### src/rtl/cpu_pkg.sv
// Shared CPU definitions: register-specifier width, data width, register count
// and the index/data types used by the register file and its scoreboard.
package cpu_pkg;

    localparam int REG_AW = 3;
    localparam int DW     = 8;
    localparam int NREGS  = 8;

    typedef logic [2:0] reg_idx_t;
    typedef logic [7:0] data_t;

endpackage

### src/rtl/wb_scoreboard.sv
// Per-register in-flight write scoreboard for decode.
// Tracks issued-but-not-written destination registers with 2-bit counters,
// raises a sticky flag on counter overflow/underflow and produces the decode stall.
// Optional macro WB_REGFILE_BYPASS_EN: a source whose last pending write lands
// this cycle is treated as ready (its value is forwarded by the register file).
module wb_scoreboard #(
    parameter int NREGS = 8
) (
    input  logic       clk,
    input  logic       rst,
    input  logic       wb_regwrite,
    input  logic [2:0] wb_writereg,
    input  logic [2:0] id_rs1,
    input  logic [2:0] id_rs2,
    input  logic       id_rs1_en,
    input  logic       id_rs2_en,
    input  logic       id_issue,
    input  logic       id_rd_we,
    input  logic [2:0] id_rd,
    output logic       stall,
    output logic       sb_overflow
);
    import cpu_pkg::*;

    logic [1:0]       pend [NREGS];
    logic [NREGS-1:0] inc;
    logic [NREGS-1:0] dec;
    logic             acc;
    logic [1:0]       eff1;
    logic [1:0]       eff2;

    // Writeback retiring a pending write, one-hot per register
    always_comb begin
        dec = '0;
        for (int r = 0; r < NREGS; r++)
            dec[r] = wb_regwrite && (wb_writereg == reg_idx_t'(r));
    end

    // Effective pending count seen by each source, plus the resulting stall
    always_comb begin
        eff1 = pend[id_rs1];
        eff2 = pend[id_rs2];
`ifdef WB_REGFILE_BYPASS_EN
        if (dec[id_rs1] && (eff1 != 2'd0)) eff1 = eff1 - 2'd1;
        if (dec[id_rs2] && (eff2 != 2'd0)) eff2 = eff2 - 2'd1;
`endif
        stall = id_issue && ((id_rs1_en && (eff1 != 2'd0)) ||
                             (id_rs2_en && (eff2 != 2'd0)));
    end

    // Accepted issue adds a pending write to its destination
    always_comb begin
        acc = id_issue && id_rd_we && !stall;
        inc = '0;
        for (int r = 0; r < NREGS; r++)
            inc[r] = acc && (id_rd == reg_idx_t'(r));
    end

    // Saturating pending counters and sticky error flag
    always_ff @(posedge clk or negedge rst) begin
        if (!rst) begin
            for (int r = 0; r < NREGS; r++)
                pend[r] <= 2'd0;
            sb_overflow <= 1'b0;
        end else begin
            for (int r = 0; r < NREGS; r++) begin
                if (inc[r] && !dec[r]) begin
                    if (pend[r] == 2'd3) sb_overflow <= 1'b1;
                    else                 pend[r] <= pend[r] + 2'd1;
                end else if (dec[r] && !inc[r]) begin
                    if (pend[r] == 2'd0) sb_overflow <= 1'b1;
                    else                 pend[r] <= pend[r] - 2'd1;
                end
            end
        end
    end

endmodule

### src/rtl/wb_regfile.sv
// 8x8 register file fed by the writeback stage, serving two combinational
// read ports to decode, with an in-flight write scoreboard for RAW stalls.
// Optional macro WB_REGFILE_BYPASS_EN: forwards the writeback data to a read
// port addressing the register being written in the same cycle.
module wb_regfile #(
    parameter int NREGS = 8,
    parameter int DW    = 8
) (
    input  logic          clk,
    input  logic          rst,
    input  logic          wb_regwrite,
    input  logic          wb_loadimm,
    input  logic [DW-1:0] wb_alures,
    input  logic [DW-1:0] wb_immdata,
    input  logic [2:0]    wb_writereg,
    input  logic [2:0]    id_rs1,
    input  logic [2:0]    id_rs2,
    input  logic          id_rs1_en,
    input  logic          id_rs2_en,
    input  logic          id_issue,
    input  logic          id_rd_we,
    input  logic [2:0]    id_rd,
    output logic [DW-1:0] rd1,
    output logic [DW-1:0] rd2,
    output logic          stall,
    output logic          sb_overflow
);
    import cpu_pkg::*;

    logic [DW-1:0] regs [NREGS];
    logic [DW-1:0] wdata;

    // Writeback data select: immediate load or ALU result
    always_comb begin
        wdata = wb_loadimm ? wb_immdata : wb_alures;
    end

    // Register array, cleared on reset, written at the clock edge
    always_ff @(posedge clk or negedge rst) begin
        if (!rst) begin
            for (int r = 0; r < NREGS; r++)
                regs[r] <= '0;
        end else if (wb_regwrite) begin
            regs[wb_writereg] <= wdata;
        end
    end

    // Combinational read ports with optional same-cycle writeback forwarding
    always_comb begin
        rd1 = regs[id_rs1];
        rd2 = regs[id_rs2];
`ifdef WB_REGFILE_BYPASS_EN
        if (wb_regwrite && (wb_writereg == id_rs1)) rd1 = wdata;
        if (wb_regwrite && (wb_writereg == id_rs2)) rd2 = wdata;
`endif
    end

    wb_scoreboard #(.NREGS(NREGS)) u_sb (
        .clk         (clk),
        .rst         (rst),
        .wb_regwrite (wb_regwrite),
        .wb_writereg (wb_writereg),
        .id_rs1      (id_rs1),
        .id_rs2      (id_rs2),
        .id_rs1_en   (id_rs1_en),
        .id_rs2_en   (id_rs2_en),
        .id_issue    (id_issue),
        .id_rd_we    (id_rd_we),
        .id_rd       (id_rd),
        .stall       (stall),
        .sb_overflow (sb_overflow)
    );

endmodule

### config.mk
export PLATFORM = sky130hd
export DESIGN_NAME = wb_regfile
export DESIGN_NICKNAME = d
export VERILOG_FILES = /design/src/rtl/cpu_pkg.sv /design/src/rtl/wb_scoreboard.sv /design/src/rtl/wb_regfile.sv
export SDC_FILE = /design/constraint.sdc
export NUM_CORES = 1
export LEC_CHECK = 0
export ABC_AREA = 0
export CAP_MARGIN = 10
export CORE_UTILIZATION = 60
export CTS_CLUSTER_SIZE = 28
export DETAILED_ROUTE_END_ITERATION = 16
export PLACE_DENSITY = 0.81
export SLEW_MARGIN = 20
export SYNTH_ARGS = -nofsm -noshare
export SYNTH_HDL_FRONTEND = slang
export SYNTH_HIERARCHICAL = 1
export SYNTH_SLANG_ARGS = --single-unit
### constraint.sdc
create_clock -name clk -period 4.6 [get_ports clk]
set_clock_uncertainty 0.1 [all_clocks]
set_input_delay 0.46 -clock clk [delete_from_list [all_inputs] [get_ports clk]]
set_output_delay 0.46 -clock clk [all_outputs]
set_load 0.03 [all_outputs]
After elaboration in Yosys (flattened, before gate mapping) --
Index checks and enable logic that the tools add are counted.
Cells by class: add/subtract/negate cells 16, multipliers 0, div/mod/pow operators 0, $lt $le $gt $ge 4, eq/ne operators 38, shift operators 0, muxes and demuxes 80, bitwise gates (word level) 3, reductions and logical operators 84
Operators with widths (count):
- 2-bit 2-to-1 mux | 36
- 64-bit bitwise mux | 1
- 8-bit binary-select mux with 3-bit select | 2
- 8-bit 2-to-1 mux | 6
- 1-bit logical AND | 38
- 1-bit 2-to-1 mux | 32
- 8-bit demux with 3-bit select | 1
- 3-bit == test, second input constant | 8
- 3-bit AND reduction | 8
- 2-bit nonzero test | 10
- 1-bit logical NOT | 17
- 2-bit by 1-bit adder with 2-bit output, second input constant | 8
- 2-bit == test, second input constant | 8
- 2-bit logical NOT | 8
- 2-bit by 1-bit inequality test with 1-bit output, second input constant | 8
- 2-bit inequality test, second input constant | 8
- 2-bit by 1-bit subtractor with 2-bit output, second input constant | 8
- 2-bit binary-select mux with 3-bit select | 2
- 3-bit by 2-bit == test with 1-bit output, second input constant | 4
- 4-bit greater-or-equal comparator, second input constant | 3
- 3-bit inverter with 4-bit output | 3
- 3-bit by 1-bit == test with 1-bit output, second input constant | 2
- 3-bit logical NOT | 2
- 4-bit by 1-bit < comparator with 1-bit output, second input constant | 1
- 1-bit logical OR | 1
Word-level totals: bits in registers 81, bits in latches 0, memory bits (writable) 0, ROM bits 0, word-level logic and storage cells 242, memories 0

Depth between registers and ports, before layout --
Gate-level depths: netlist of the first run.
depth after elaboration 36, gate-level depth with buffers 11, mapped depth without buffers 9

Modules after synthesis --
Netlist of the first run, hierarchy kept.
Modules (own cells, without submodules):
- wb_regfile | times used 1, cells each 210, area each 3641.0 µm², seq. area each 1601.5 µm²
- wb_scoreboard | times used 1, cells each 193, area each 1634.1 µm², seq. area each 425.4 µm²

Worst setup path after synthesis of the first run --
Ideal clock, no wire load.
path kind in2reg, from in id_rs1[0], to reg u_sb.sb_overflow, library setup time 0.139 ns, arrival 2.451 ns, data required time 4.361 ns, path slack 1.910 ns, cell stages on the path 10, buffers on the path 1, cell sequence nor4_1 -> nor4b_2 -> a32oi_2 -> buf_6 -> nand4_1 -> ha_1 -> nor4b_1 -> a311oi_1 -> nand3_1 -> or4_1
On the way: cells in the longest elaborated chain, start to end 36, elaborated cells on any way between the ends 72
Ends and longest elaborated chain:
- from (decl) | RTL line wb_regfile.sv:16 | input logic [2:0] id_rs1,
- 3-bit inverter with 4-bit output (not written as such) (*) | RTL line wb_scoreboard.sv:41 | eff1 = pend[id_rs1];
- 2-bit binary-select mux with 3-bit select (*) | RTL line wb_scoreboard.sv:41
- 2-bit 2-to-1 mux (not written as such) (*) (2 in series) | RTL line wb_scoreboard.sv:41
- 2-bit nonzero test (*) | RTL line wb_scoreboard.sv:47 | stall = id_issue && ((id_rs1_en && (eff1 != 2'd0)) ||
- 1-bit logical AND (*) | RTL line wb_scoreboard.sv:47
- 1-bit logical OR (*) | RTL line wb_scoreboard.sv:47
- 1-bit logical AND (*) | RTL line wb_scoreboard.sv:47
- 1-bit logical NOT (*) | RTL line wb_scoreboard.sv:53 | acc = id_issue && id_rd_we && !stall;
- [... 19 more ...]
- 1-bit 2-to-1 mux | RTL line wb_scoreboard.sv:70 | end else if (dec[r] && !inc[r]) begin
- 1-bit 2-to-1 mux | RTL line wb_scoreboard.sv:67 | if (inc[r] && !dec[r]) begin
- 1-bit 2-to-1 mux | RTL line wb_scoreboard.sv:71 | if (pend[r] == 2'd0) sb_overflow <= 1'b1;
- 1-bit 2-to-1 mux | RTL line wb_scoreboard.sv:70
- 1-bit 2-to-1 mux | RTL line wb_scoreboard.sv:67
- 1-bit 2-to-1 mux | RTL line wb_scoreboard.sv:71
- 1-bit 2-to-1 mux | RTL line wb_scoreboard.sv:70
- 1-bit 2-to-1 mux (*) | RTL line wb_scoreboard.sv:67
- to (signal assigned) | RTL line wb_scoreboard.sv:64 | sb_overflow <= 1'b0;
- to (signal assigned) | RTL line wb_scoreboard.sv:68 | if (pend[r] == 2'd3) sb_overflow <= 1'b1;
- to (signal assigned) | RTL line wb_scoreboard.sv:71
- to (decl) | RTL line wb_scoreboard.sv:21 | output logic sb_overflow
Every way passes the cells marked *; elsewhere a longest branch is shown, timed or not. The select of a mux whose other input is x is not followed. A chain may end at the register's enable or synchronous reset.

Worst setup path after layout of the first run --
from in id_rs1[1], to out stall
On the way: cells in the longest elaborated chain, start to end 8
Ends and longest elaborated chain:
- 3-bit inverter with 4-bit output (not written as such) | RTL line wb_scoreboard.sv:41
- 2-bit binary-select mux with 3-bit select | RTL line wb_scoreboard.sv:41
- 2-bit 2-to-1 mux (not written as such) (2 in series) | RTL line wb_scoreboard.sv:41
- 2-bit nonzero test | RTL line wb_scoreboard.sv:47
- 1-bit logical AND | RTL line wb_scoreboard.sv:47
- 1-bit logical OR | RTL line wb_scoreboard.sv:47
- 1-bit logical AND | RTL line wb_scoreboard.sv:47
- to (decl) | RTL line wb_regfile.sv:25 | output logic stall,
Every way passes these cells. The select of a mux whose other input is x is not followed.

==> impl_metrics.yaml, run 1 <==
synthesis:
  yosys.area.top_type_share_pct: 38.4
  syn-cell-area_um2: 5280
  ys_top_cells_by_area: "dfrtp_1, mux2_2, mux4_1"
  yosysTopAreaCell: "dfrtp_1"
  ys.flop_type: "dfrtp_1"
  yosysWarnings: 6
  synth.avg_cell_area_um2: 13.1
  yosysSeqAreaShare_pct: 38.4
  synth_async_sr_flop_share_pct: 100
  ys_ff_latch: 81
  synth_edf_count: 0
  netlist_instances: 403
  ys_types: 42
  synth_nets: 455
clock_tree:
  ctsRootBufferMaster: "clkbuf_8"
  cts_max_level: 3
  clkTransAtPathRegs_ps: 90
  clock-sinks: 81
  cts_tree: "done"
  cts_buffer_depth: 2
  numCtsBuffers: 9
  ctsHoldBuffers: 0
  post_cts_resized: 0
  clkLatencyLatePin_ps: 360
  postCtsSetupBuffers: 0
floorplanning:
  die_area_um2: 9170
  dieWidth_um: 95.8
  initial_core_util_pct: 62.9
  die_h_um: 95.8
  io_pins: 54
  design.core.area_um2: 8380
  rows: 33
route:
  finalWirelength_um: 12600
  antenna_left: 0
  firstDrtPassIters: 5
  wl_met2_um: 6110
  via_per_inst: 6.76
  wl_per_cell_um: 22.5
  met1Wirelength_um: 5580
  wl_met3_um: 747
  drtIter0Drc: 237
  top_layer: "met4"
  vias: 3799
  drc: 0
grt:
  antenna_found_initial: 0
  grt_pass1_vias: 3762
  grt_overflow: 0
  grt_util_all_layers_pct: 29.8
  grt_pass1_wl_um: 19900
  grt_max_degree: 82
worst_setup_path:
  cp.required_ps: 4040
  critPathBufInv: 3
  crit_chain: "clkdlybuf4s50_1, buf_4, nor4_1, nor4b_2, a32oi_2, a21boi_0, clkdlybuf4s50_1"
  startpoint_type: "primary input"
  arrival_ps: 3090
  crit_type: "primary input to primary output"
  crit_family: "buffers and inverters"
  worstPathMaxFanout: 17
  critPathCaptureType: "primary output"
  slowest_stage: "clkdlybuf4s50_1"
  crit_path_frequent_cell: "clkdlybuf4s50_1"
  cpPeakStageDelay_ps: 640
sta:
  finalHoldViolCount: 0
  post-route-period-util_pct: 79.4
  setup_viol: 0
  rsz0062_at_grt: "false"
  slew_headroom_pct: 42.6
  fmaxAchievable_ghz: 0.274
  finalCriticalPeriod_ps: 3650
  drv_slew: 0
  tns_ps: 0
  tightest_slew_ps: 858
layout:
  drive_gt1_share_pct: 28.0
  nNetsFinal: 504
  final_common_cell: "mux2_2"
  num-fill-cells: 549
  final_cell_mix: "mux2_2, dfrtp_1, clkdlybuf4s50_1, mux4_1, nand2_1"
  antenna_cells: 0
  area_delta_synth_final_pct: 15.0
power_and_ir_drop:
  total_power_uw: 2190
  p_per_area_nw_per_um2: 361
  vdd_drop_max_v: 0.000264
  leakagePower_uw: 0.00257
hold_path:
  hold_path_class: "primary input to asynchronous set/reset pin"
job:
  max_cap_violations: 0
placed_design:
  dp_hpwl_um: 8570
  routabilityCongestion: 0.921
  port_buffers: 53
run_status:
  status: "complete, no violations"
-- through the flow --
| stage | util (%) | cells | setup WS, ps | instance area, µm² | hold WS (ps) |
|---|---|---|---|---|---|
| floorplan | - | 403 | 1910 | 5280 | 64.4 |
| global placement | 69.9 | 546 | 875 | 5860 | 396 |
| detailed placement | 69.9 | 546 | 712 | 5860 | 407 |
| CTS | 72.3 | 562 | 1030 | 6060 | 200 |
| global route | 72.4 | 562 | 867 | 6070 | 59.2 |
| finish | 72.4 | 562 | 947 | 6070 | 7.25 |
-- where the power goes --
group	total (µW)	switching [µW]	internal, µW
Clock	545	275	270
Combinational	677	289	388
Sequential	965	110	855
-- cells by family (layout without fill, tap and decap cells) --
group	Yosys count	count (layout)	synth area share (%)
flops	81	81	38.4
mux	125	125	35.5
fa+ha+maj	16	16	3.80
compound gates	47	47	5.88
simple gates	101	101	12.7
buf+inv	33	87	3.72
-- registers in the layout, indices dropped and copies added (netlist names) --
name and count:
u_sb/sb_overflow 1, u_sb/pend 16, regs 64
-- per-layer routing --
layer	up-vias	global-route usage, %
met5	-	0
met4	0	9.20
met3	20	6.08
met2	151	47.1
met1	1934	41.8
li1	1694	-
-- cells in the mapped netlist, types with 4 or more instances --
| library cell | instances |
|---|---|
| nor4b_1 | 10 |
| nand2_1 | 21 |
| a21boi_0 | 4 |
| mux2_2 | 88 |
| nand3_1 | 6 |
| nor2b_1 | 11 |
| o21bai_1 | 6 |
| inv_1 | 9 |
| and4b_1 | 6 |
| nor2_1 | 10 |
| a31oi_1 | 7 |
| nor3b_1 | 5 |
| buf_2 | 11 |
| clkbuf_1 | 5 |
| mux2i_1 | 5 |
| o21ai_0 | 18 |
| nor3_1 | 6 |
| dfrtp_1 | 81 |
| nand4_1 | 6 |
| ha_1 | 16 |
| mux4_1 | 29 |
-- layout make-up --
| class | count | area [µm²] | share of cell area [%] |
|---|---|---|---|
| Timing Repair Buffer | 62 | 599 | 9.88 |
| Clock inverter | 5 | 63.8 | 1.05 |
| Inverter | 9 | 33.8 | 0.557 |
| Clock buffer | 11 | 141 | 2.33 |
| Tap cell | 105 | 131 | 2.17 |
| Multi-Input combinational cell | 289 | 3070 | 50.6 |
| Sequential cell | 81 | 2030 | 33.4 |
-- path summary, 6_finish.rpt --
| path | start | end | slack, ps | cells past startpoint |
|---|---|---|---|---|
| max in group asynchronous | rst | u_sb/pend[10] | 3850 | 1 |
| worst min-delay path | rst | u_sb/pend[1] | 7 | 1 |
| worst min register to register | regs[50] | regs[50] | 420 | 1 |
| worst max register to register | u_sb/pend[14] | u_sb/sb_overflow | 1260 | 9 |
| worst max-delay path | id_rs1[1] | stall | 950 | 7 |
| min in group clk | regs[50] | regs[50] | 420 | 1 |
Power figures use the tool's default switching activity.
==> run 2, diff against run 1 <==
- CORE_UTILIZATION: 60 -> 58
- PLACE_DENSITY: 0.81 -> 0.78
- clock period: 4.6 -> 3.59 ns (I/O delays scaled with it)
==> run 2 against run 1 <==
Flip-flop and latch count stayed put. First-iteration DRC count is 3.8% lower. Combinational power is 30% higher. Clock power is 14% higher. Total power is 25% higher. Non-clock buffer count is 13 higher. Sequential power is 28% higher. Count of clock-buffer cells in the layout stayed put.
==> impl_metrics.yaml, run 2 (synthesis results as in run 1) <==
placed_design:
  routabilityCongestion: 0.893
  dp_hpwl_um: 8870
  dp_slack_ps: 33.2
  port_buffers: 53
  place_area_um2: 5950
  placed_cells: 561
worst_setup_path:
  crit_type: "primary input to primary output"
  worstPathMaxFanout: 13
  cpPeakStageDelay_ps: 670
  startpoint_type: "primary input"
  slowest_stage: "clkdlybuf4s50_1"
  r2r_cells: 10
  critPathBufInv: 3
  crit_path_frequent_cell: "clkdlybuf4s50_1"
  crit_family: "buffers and inverters"
  worst-r2r-setup-slack_ps: 510
  cp.required_ps: 3130
  crit_chain: "clkdlybuf4s50_1, buf_4, mux4_1, mux2_2, clkdlybuf4s50_1"
  arrival_ps: 2880
  timing.rr.start: "u_sb/pend[12]"
  critPathCaptureType: "primary output"
  r2r_end: "u_sb/sb_overflow"
route:
  drc: 0
  wl_per_cell_um: 21.7
  firstDrtPassIters: 6
  drtIter0Drc: 228
  via_per_inst: 6.55
  antenna_left: 0
  finalWirelength_um: 12500
  vias: 3787
sta:
  finalCriticalPeriod_ps: 3340
  setup_viol: 0
  fmaxAchievable_ghz: 0.299
  final.setup.worst_slack_ps: 246
  rsz0062_at_grt: "false"
  post-route-period-util_pct: 93.1
  drv_slew: 0
  tightest_slew_ps: 845
  finalHoldViolCount: 0
  tns_ps: 0
  slew_headroom_pct: 43.4
clock_tree:
  postCtsSetupBuffers: 0
  clkLatencyLatePin_ps: 340
  clock-sinks: 81
  ctsRootBufferMaster: "clkbuf_8"
  ctsHoldBuffers: 0
  cts_tree: "done"
  numCtsBuffers: 9
  clkTransAtPathRegs_ps: 90
  cts_buffer_depth: 2
  cts_max_level: 3
  post_cts_resized: 0
power_and_ir_drop:
  total_power_uw: 2730
  p_per_area_nw_per_um2: 445
  vdd_drop_max_v: 0.000346
  leakagePower_uw: 0.00262
floorplanning:
  die_h_um: 97.4
  design.core.area_um2: 8760
  die_area_um2: 9480
  dieWidth_um: 97.4
  initial_core_util_pct: 60.2
  io_pins: 54
  rows: 34
grt:
  grt_max_degree: 82
  grt_overflow: 0
  grt_pass1_vias: 3820
  grt_util_all_layers_pct: 27.9
  grt_pass1_wl_um: 20400
  antenna_found_initial: 0
layout:
  top_register: "regs"
  layoutNonFillerInstCount: 578
  largest_register_ffs: 64
  drive_gt1_share_pct: 29.8
  top_regs: "regs x64, u_sb/pend x16, u_sb/sb_overflow x1"
  final_common_cell: "mux2_2"
  final_cell_mix: "mux2_2, dfrtp_1, clkdlybuf4s50_1, mux4_1"
  antenna_cells: 0
  nNetsFinal: 517
  area_delta_synth_final_pct: 16.5
  finalInstanceArea_um2: 6150
run_status:
  status: "complete, no violations"
job:
  max_cap_violations: 0
hold_path:
  timing.hold.worst_path_depth: 1
  min_from: "regs[50]"
  worst_hold_path.endpoint: "regs[50]"
  hold_path_class: "register to register"
## run 2: area by class of cell
cell class	instances	area, µm²
multi-input combinational	289	3070
fill	607	2620
sequential	81	2030
timing repair buffer	75	699
clock buffer	11	141
tap	108	135
clock inverter	5	38.8
inverter	9	33.8
## run 2: report_power, final
group | internal [µW] | total (µW) | switching, µW
clock network | 274 | 620 | 345
logic | 505 | 878 | 373
registers | 1100 | 1240 | 141
total | 1870 | 2730 | 860
## run 2: worst max-delay path by stage
stage                     slack (ps)     startpoint                to  depth (start not counted)
final                            250      id_rs1[0]            rd1[4]                          5
after CTS                        230      id_rs1[0]            rd1[4]                          5
after floorplan                  920  u_sb/pend[14]  u_sb/sb_overflow                         10
after global placement           130      id_rs1[0]  u_sb/sb_overflow                         10
after global routing              90      id_rs1[0]  u_sb/sb_overflow                         11
after detailed placement          30      id_rs1[0]  u_sb/sb_overflow                         11
## run 2: metrics by stage
| step | util [%] | hold WS [ps] |
|---|---|---|
| 2_1_floorplan | - | -36.6 |
| 3_5_place_dp | 67.9 | 411 |
| 3_3_place_gp | 67.9 | 396 |
| 4_1_cts | 70.0 | 131 |
| 5_1_grt | 70.1 | 448 |
| 6_report | 70.1 | 424 |
## run 2: routing by layer
layer / global-route usage, % / vias to the layer above / wire length [µm]
met5: 0 / - / 0
met4: 7.58 / 0 / 189
met3: 4.46 / 20 / 870
met2: 45.6 / 139 / 6040
met1: 38.9 / 1913 / 5430
li1: - / 1715 / -
==> run 3, diff against run 2 <==
==> constraint.sdc (replaced) <==
create_clock -name clk -period 3.59 [get_ports clk]
set_clock_uncertainty 0.1 [all_clocks]
set_input_delay 0.718 -clock clk [delete_from_list [all_inputs] [get_ports clk]]
set_output_delay 0.718 -clock clk [all_outputs]
set_load 0.03 [all_outputs]
==> run 3 against run 2 <==
Cell area increased by 2.5%. Die area is the same. Register-to-register slack is essentially flat. Setup slack worse by 210 ps. Count of clock-buffer cells in the layout down 2. Total power rose by 3.3%. Largest cell class unchanged. Largest power group unchanged.
==> impl_metrics.yaml, run 3 (synthesis results as in run 1) <==
grt:
  grt_pass1_wl_um: 20800
  antenna_found_initial: 0
  grt_overflow: 0
  grt_pass1_vias: 3941
  grt_util_all_layers_pct: 28.6
  grt_max_degree: 82
layout:
  drive_gt1_share_pct: 33.5
  top_register: "regs"
  num-fill-cells: 583
  finalInstanceArea_um2: 6300
  top_regs: "regs x64, u_sb/pend x16, u_sb/sb_overflow x1"
  nNetsFinal: 532
  largest_register_ffs: 64
  final_cell_mix: "mux2_2, dfrtp_1, buf_4, clkdlybuf4s50_1, mux4_1"
  fin_util_pct: 71.9
  final_common_cell: "mux2_2"
  layoutNonFillerInstCount: 592
  area_delta_synth_final_pct: 19.4
  antenna_cells: 0
sta:
  fmaxAchievable_ghz: 0.282
  final.setup.worst_slack_ps: 40.3
  drv_slew: 0
  post-route-period-util_pct: 98.9
  finalHoldViolCount: 0
  finalCriticalPeriod_ps: 3550
  slew_headroom_pct: 47.0
  setup_viol: 0
  tightest_slew_ps: 792
placed_design:
  port_buffers: 53
  dp_slack_ps: -315
  place_area_um2: 6090
  routabilityCongestion: 0.858
  dp_hpwl_um: 9110
  placed_cells: 575
route:
  antenna_left: 0
  via_per_inst: 6.58
  wl_per_cell_um: 21.5
  drtIter0Drc: 190
  finalWirelength_um: 12800
  firstDrtPassIters: 5
  drc: 0
  vias: 3893
worst_setup_path:
  arrival_ps: 2730
  critPathCaptureType: "primary output"
  startpoint_type: "primary input"
  worstPathMaxFanout: 20
  cp.required_ps: 2770
  crit_type: "primary input to primary output"
floorplanning:
  initial_core_util_pct: 60.2
  die_h_um: 97.4
  design.core.area_um2: 8760
  io_pins: 54
  die_area_um2: 9480
  dieWidth_um: 97.4
  rows: 34
clock_tree:
  cts_tree: "done"
  clock-sinks: 81
  numCtsBuffers: 9
  clkTransAtPathRegs_ps: 90
  ctsRootBufferMaster: "clkbuf_8"
  cts_buffer_depth: 2
  cts_max_level: 3
  clkLatencyLatePin_ps: 350
hold_path:
  hold_path_class: "primary input to asynchronous set/reset pin"
power_and_ir_drop:
  p_per_area_nw_per_um2: 448
  leakagePower_uw: 0.00279
  vdd_drop_max_v: 0.000340
run_status:
  status: "complete, no violations"
job:
  max_cap_violations: 0
==> run 3: stage by stage <==
stage | power, µW | hold WS (ps) | setup TNS, ps
floorplan | 1800 | 322 | 0
global placement | 2080 | 395 | -3070
detailed placement | 2130 | 408 | -3470
CTS | 2830 | 426 | -176
global route | 2950 | 348 | -0.903
finish | 2820 | 265 | 0
==> run 3: cell type report <==
type / instances / area, µm² / area share [%]
clock inverters: 6 / 91.3 / 1.45
repair buffers: 90 / 818 / 13.0
well taps: 108 / 135 / 2.14
flip-flops and latches: 81 / 2030 / 32.2
clock buffers: 9 / 124 / 1.97
inverters: 9 / 33.8 / 0.536
multi-input cells: 289 / 3070 / 48.7
==> run 3: critical path: stages <==
cell             delay, ps
clkdlybuf4s50_1        540
buf_12                 200
mux4_1                 600
mux2_2                 300
dlygate4sd2_1          360
==> run 3: report_power, final <==
group,total (µW),internal (µW),switching [µW]
combinational,843,473,370
sequential,1240,1100,145
clock,741,393,348
total,2820,1960,863
==> run 3: repair_timing <==
action | in CTS | in global routing
setup buffers | 1 | 1
pin swaps | 1 | 1
hold buffers | 0 | 0
setup endpoints to repair | 17 | 7
resized for setup | 19 | 12
==> run 3: worst paths after layout <==
check,startpoint,to,slack (ps),cells past startpoint
hold reg to reg,regs[52],regs[52],420,1
setup reg to reg,u_sb/pend[12],u_sb/sb_overflow,520,11
hold / removal,rst,u_sb/pend[0],270,1
max in group asynchronous,rst,u_sb/pend[8],2610,1
setup / recovery,id_rs2[0],rd2[4],40,5
min in group clk,regs[52],regs[52],420,1
==> run 3: metal layers <==
| layer | track usage, % | share of wire (%) | up-vias |
|---|---|---|---|
| met5 | 0 | 0 | - |
| met4 | 12.3 | 2.1 | 0 |
| met3 | 3.53 | 4.0 | 26 |
| met2 | 45.8 | 49 | 133 |
| met1 | 39.6 | 45 | 1989 |
| li1 | - | - | 1745 |
